File: config.mk
export PLATFORM = sky130hd
export DESIGN_NAME = a7_ddr3_wr_burst_gen
export DESIGN_NICKNAME = d
export VERILOG_FILES = /design/src/rtl/a7_ddr3_wr_burst_gen.sv
export SDC_FILE = /design/constraint.sdc
export NUM_CORES = 1
export LEC_CHECK = 0
export CAP_MARGIN = 10
export CORE_MARGIN = 5
export CORE_UTILIZATION = 33
export DETAILED_ROUTE_END_ITERATION = 16
export PLACE_DENSITY = 0.81
export RECOVER_POWER = 50
export SETUP_SLACK_MARGIN = 0.05
export SYNTH_ARGS = -nofsm -noshare
export SYNTH_HDL_FRONTEND = slang
export SYNTH_SLANG_ARGS = --single-unit
File: constraint.sdc
create_clock -name sclk -period 2 [get_ports sclk]
set_clock_uncertainty 0.15 [all_clocks]
set_input_delay 0.2 -clock sclk [delete_from_list [all_inputs] [get_ports sclk]]
set_output_delay 0.2 -clock sclk [all_outputs]
set_load 0.02 [all_outputs]
File: src/rtl/a7_ddr3_wr_burst_gen.sv
// -----------------------------------------------------------------------------
// a7_ddr3_wr_burst_gen
// Write-burst generator feeding the DDR3 write controller. It watches a
// first-word-fall-through 128-bit FIFO, and each time a whole burst is buffered
// it issues one write command. It then streams FIFO words on data_req and
// advances a linear frame-buffer address that wraps at frame end. It also
// checks that every burst delivered exactly BURST_LEN beats.
//
// Optional build macro: WR_PINGPONG_EN
//   When defined, the block adds a 'bank' output. Each natural frame wrap
//   toggles the bank, and while bank=1 the command address is offset by
//   BANK_OFFSET.
// -----------------------------------------------------------------------------
module a7_ddr3_wr_burst_gen #(
  parameter int unsigned BURST_LEN   = 64,
  parameter int unsigned FRAME_BEATS = 518400,
  parameter logic [27:0] BASE_ADDR   = 28'h0000000,
  parameter logic [27:0] BANK_OFFSET = 28'h0800000
) (
  input  logic         sclk,
  input  logic         rst_n,
  input  logic         wr_enable,
  input  logic         frame_rst,
  input  logic [9:0]   fifo_rd_count,
  input  logic [127:0] fifo_rd_data,
  output logic         fifo_rd_en,
  output logic         wr_cmd_start,
  output logic [2:0]   wr_cmd_instr,
  output logic [6:0]   wr_cmd_bl,
  output logic [27:0]  wr_cmd_addr,
  output logic [15:0]  wr_cmd_mask,
  output logic [127:0] data_128bit,
  input  logic         data_req,
  input  logic         wr_end,
  output logic         frame_done,
  output logic         burst_err
`ifdef WR_PINGPONG_EN
  ,
  output logic         bank
`endif
);

  localparam int unsigned       FB_W        = $clog2(FRAME_BEATS + 1);
  localparam logic [FB_W-1:0]   L_BURST_FB  = FB_W'(BURST_LEN);
  localparam logic [FB_W-1:0]   L_FRAME     = FB_W'(FRAME_BEATS);
  localparam logic [27:0]       L_ADDR_STEP = 28'(BURST_LEN * 8);
  localparam logic [7:0]        L_BURST_B   = 8'(BURST_LEN);
  localparam logic [9:0]        L_BURST_CNT = 10'(BURST_LEN);

  typedef enum logic [1:0] {
    S_IDLE,
    S_START,
    S_WAIT_END,
    S_UPDATE
  } state_t;

  state_t            r_state;
  state_t            w_next;
  logic              w_fifo_rd_en;

  logic              r_wr_cmd_start;
  logic [27:0]       r_wr_cmd_addr;
  logic [27:0]       r_addr;
  logic [7:0]        r_beat_cnt;
  logic [FB_W-1:0]   r_frame_beats;
  logic              r_pending;
  logic              r_frame_done;
  logic              r_burst_err;

  logic              w_bank;
  logic [FB_W-1:0]   w_fb_next;
  logic              w_wrap;
  logic              w_restart;
  logic              w_natural_wrap;
  logic              w_start_cond;

  // Fixed command fields and the FWFT data pass-through.
  assign wr_cmd_instr = 3'b000;
  assign wr_cmd_mask  = 16'h0000;
  assign wr_cmd_bl    = 7'(BURST_LEN);
  assign data_128bit  = fifo_rd_data;

  assign wr_cmd_start = r_wr_cmd_start;
  assign wr_cmd_addr  = r_wr_cmd_addr;
  assign frame_done   = r_frame_done;
  assign burst_err    = r_burst_err;
  assign fifo_rd_en   = w_fifo_rd_en;

  // A frame_rst seen in IDLE wins over a start in that same cycle.
  assign w_start_cond   = wr_enable && (fifo_rd_count >= L_BURST_CNT) && !frame_rst;
  assign w_fb_next      = r_frame_beats + L_BURST_FB;
  assign w_wrap         = (w_fb_next >= L_FRAME);
  assign w_restart      = r_pending || frame_rst;
  assign w_natural_wrap = (r_state == S_UPDATE) && w_wrap && !w_restart;

  // State register.
  // NOTE: sequential state uses non-blocking (<=) so every flop samples
  // pre-edge values; blocking here would create order-dependent races.
  always_ff @(posedge sclk or negedge rst_n) begin
    if (!rst_n) r_state <= S_IDLE;
    else        r_state <= w_next;
  end

  // Next-state decode and the combinational FIFO pop.
  // NOTE: every output of this block gets a default first, so no path leaves
  // it unassigned and no latch is inferred.
  always_comb begin
    w_next       = r_state;
    w_fifo_rd_en = 1'b0;
    case (r_state)
      S_IDLE:     if (w_start_cond) w_next = S_START;
      S_START:    w_next = S_WAIT_END;
      S_WAIT_END: begin
        w_fifo_rd_en = data_req;
        if (wr_end) w_next = S_UPDATE;
      end
      S_UPDATE:   w_next = S_IDLE;
      default:    w_next = S_IDLE;
    endcase
  end

  // Command, address walk, beat/frame counting and integrity tracking.
  always_ff @(posedge sclk or negedge rst_n) begin
    if (!rst_n) begin
      r_wr_cmd_start <= 1'b0;
      r_wr_cmd_addr  <= 28'h0;
      r_addr         <= BASE_ADDR;
      r_beat_cnt     <= 8'd0;
      r_frame_beats  <= '0;
      r_pending      <= 1'b0;
      r_frame_done   <= 1'b0;
      r_burst_err    <= 1'b0;
    end else begin
      r_wr_cmd_start <= (w_next == S_START);
      r_frame_done   <= 1'b0;

      // Address is captured once per burst and held until the next start.
      if (w_next == S_START)
        r_wr_cmd_addr <= r_addr + (w_bank ? BANK_OFFSET : 28'h0);

      // A data request outside the data phase is a protocol error.
      if (data_req && (r_state != S_WAIT_END))
        r_burst_err <= 1'b1;

      case (r_state)
        S_IDLE: begin
          if (frame_rst) begin
            r_addr        <= BASE_ADDR;
            r_frame_beats <= '0;
          end
        end
        S_START: begin
          if (frame_rst) r_pending <= 1'b1;
        end
        S_WAIT_END: begin
          if (frame_rst) r_pending <= 1'b1;
          if (data_req && (r_beat_cnt != 8'hFF))
            r_beat_cnt <= r_beat_cnt + 8'd1;
        end
        S_UPDATE: begin
          if (r_beat_cnt != L_BURST_B) r_burst_err <= 1'b1;
          r_beat_cnt <= 8'd0;
          if (w_wrap || w_restart) begin
            r_addr        <= BASE_ADDR;
            r_frame_beats <= '0;
            r_pending     <= 1'b0;
            r_frame_done  <= !w_restart;
          end else begin
            r_addr        <= r_addr + L_ADDR_STEP;
            r_frame_beats <= w_fb_next;
          end
        end
        default: ;
      endcase
    end
  end

`ifdef WR_PINGPONG_EN
  logic r_bank;
  assign w_bank = r_bank;
  assign bank   = r_bank;

  // Bank flips on a natural frame wrap, in step with frame_done.
  always_ff @(posedge sclk or negedge rst_n) begin
    if (!rst_n)              r_bank <= 1'b0;
    else if (w_natural_wrap) r_bank <= ~r_bank;
  end
`else
  assign w_bank = 1'b0;
`endif

endmodule

==> out/results.ini <==
[placement]
place_congestion=0.830
detailed_place_hpwl_um=6860
placed_area_mm2=0.00461
dpl.cell_count=632
port_buffers=32
pre_cts_slack_ns=-0.425

[floorplan]
start_util_pct=33.4
dieArea_mm2=0.0171
fp.dieW_um=131
boundaryPins=330
dieHeight_um=131
row_count=44
core_mm2=0.0144

[global_routing]
grt_pass1_vias=3155
antenna_found_initial=0
gr-usage-all-layers_pct=11.6
grt_max_degree=35
gr-total-overflow=0
grt_pass1_wl_um=15900

[layout]
area_delta_synth_final_pct=11.1
nets=631
fin_area_mm2=0.00536
num_antenna_cells=0
instances_no_fill=668
n_fill_cell=1363
final_util_pct=37.1
drive_above_1_share_pct=35.3
multi_input_area_mm2=0.00217
ff_latch_area_mm2=0.00163

[synth]
yosys.cell_types.count=55
synth.ff_latch_count=65
synth_most_common_cell=buf_4
ys_warn_count=0
synth_seq_area_share_pct=33.7
syn_area_mm2=0.00482
yosys-top-cells-count=buf_4, dfrtp_1, nand2_1, nand3_1, mux2_4
synth_edf_count=0
synth_ff_type=dfrtp_1
synth.top_cells.by_area=dfrtp_1, buf_4, mux2_4
synth_area_per_cell_um2=9.38
synth-async-reset-ratio_pct=100
synth_top_area_share_pct=33.7
yosysTopAreaCell=dfrtp_1
synth_cells=514

[drt]
finalWirelength_um=10800
routedWlPerCell_um=16.1
vias_per_cell=4.95
drtAntennaViolNets=0
drc=0
firstDrtPassIters=4
routed-via-count=3307
drt_iter0_markers=216

[job]
maxCapViolCount=0

[cts]
cts-root-buf=clkbuf_16
htreeDepth=3
cts_tree=yes
clk_path_buf_depth=2
cts_buffers=9
clk_pin_slew_worst_paths_ns=0.05
cts_sinks=65
clkLatencyLatePin_ns=0.32

[power_and_ir_drop]
p_leak_nw=2.33
p_per_area_mw_per_mm2=1030
peakVddDrop_mv=0.490

[timing]
setup_violations=52
hold_viol=0
finalCritPeriodShare_pct=111
fmax_ghz=0.449
finalMaxSlewViolations=0
rsz0062_at_grt=true
fin_crit_ns=2.23
fin_ws_ns=-0.228

[worst_setup_path]
rr_endpoint=r_frame_beats[7]$_DFFE_PN0P_
crit_arrival_ns=2.30
cp-end-kind=flip-flop
path_class=flip-flop to flip-flop
r2r_slack_ns=-0.23
start_kind=flip-flop
reg2reg_from=r_frame_beats[6]$_DFFE_PN0P_
path_max_fanout=6
reg2regPathDepth=9
cp_data_required_time_ns=2.07

[worst_hold_path]
min_path_type=input pin to async pin

[run_status]
violations=setup timing
status=finished with violations

cells in the final DEF (no fill, tap or decap), drive strengths merged, types with 16 or more instances in the layout:
cell	instances
nor3	16
dfrtp	65
buf	70
clkdlybuf4s50	30
nand2	46
o21ai	17
nand3	25
nor2	20
mux2	20
conb	35
registers in the layout (all words and copies together) (netlist names):
signal / count
burst_err: 1
frame_done: 1
r_addr: 19
r_beat_cnt: 8
r_frame_beats: 13
r_pending: 1
r_state: 2
wr_cmd_addr: 19
wr_cmd_start: 1
metal layers:
metal | track usage [%] | wire length (um)
met1 | 13.1 | 4100
met4 | 7.08 | 397
met5 | 0 | 0
met3 | 4.19 | 905
met2 | 18.9 | 5380
what timing repair did:
action                     in CTS  in global routing
setup endpoints to repair      60                 59
hold endpoints to repair       16                  0
hold buffers                    1                  0
buffers inserted                9                 10
gates cloned                    2                  1
resized for setup              28                 43
pin swaps                      19                 14
stage by stage:
| stage | TNS, ns | hold WS [ns] | power [mW] |
|---|---|---|---|
| 5_1_grt | -11.81 | 0.250 | 5.74 |
| 6_report | -7.62 | 0.228 | 5.49 |
| 2_1_floorplan | 0 | -0.246 | 3.14 |
| 4_1_cts | -3.44 | 0.222 | 5.21 |
| 3_5_place_dp | -10.87 | 0.0344 | 3.23 |
| 3_3_place_gp | -8.87 | 0.0339 | 3.18 |
area by class of cell:
type                            instances  area share [%]
Multi-Input combinational cell        291            40.5
Sequential cell                        65            30.4
Timing Repair Buffer                  102            18.1
Clock buffer                           11            4.53
Tap cell                              184            4.30
Clock inverter                          4            1.42
Inverter                               11           0.771
critical path, cell delays in order, from the launching register on:
cell and delay [ns]:
dfrtp_2 0.43, ha_4 0.19, and3_1 0.20, a32oi_1 0.22, o22ai_1 0.14, nand4_1 0.21, buf_4 0.15, buf_6 0.11
nand2_1 0.10, o21ai_0 0.22
cell families after synthesis:
group | count (synthesis) | synth area share, %
buffers and inverters | 192 | 29.0
and+or+nand+nor | 152 | 17.2
DFF | 65 | 33.7
AOI/OAI and AO/OA | 55 | 7.84
muxes | 28 | 7.89
xor gates and xnor gates | 13 | 2.36
adders and majority gates | 7 | 1.82
other | 2 | 0.156
power breakdown:
group,internal [mW],switching (mW),leakage [nW]
clock network,1.12,0.553,0.152
registers,1.42,0.106,0.859
logic,1.12,1.18,1.32
total,3.66,1.84,2.33
worst max path at each step:
stage	startpoint	endpoint	slack (ns)	depth (start not counted)
global placement	frame_rst	wr_cmd_addr[12]$_DFFE_PN0P_	-0.35	5
CTS	r_frame_beats[6]$_DFFE_PN0P_	r_frame_beats[10]$_DFFE_PN0P_	-0.12	9
finish	r_frame_beats[6]$_DFFE_PN0P_	r_frame_beats[7]$_DFFE_PN0P_	-0.23	9
floorplan	r_frame_beats[6]$_DFFE_PN0P_	r_addr[21]$_DFFE_PN0P_	0.004	9
detailed placement	fifo_rd_count[7]	wr_cmd_addr[11]$_DFFE_PN0P_	-0.42	6
global route	r_frame_beats[6]$_DFFE_PN0P_	r_frame_beats[7]$_DFFE_PN0P_	-0.36	9
Note: power is estimated with default switching activity, not from simulation.
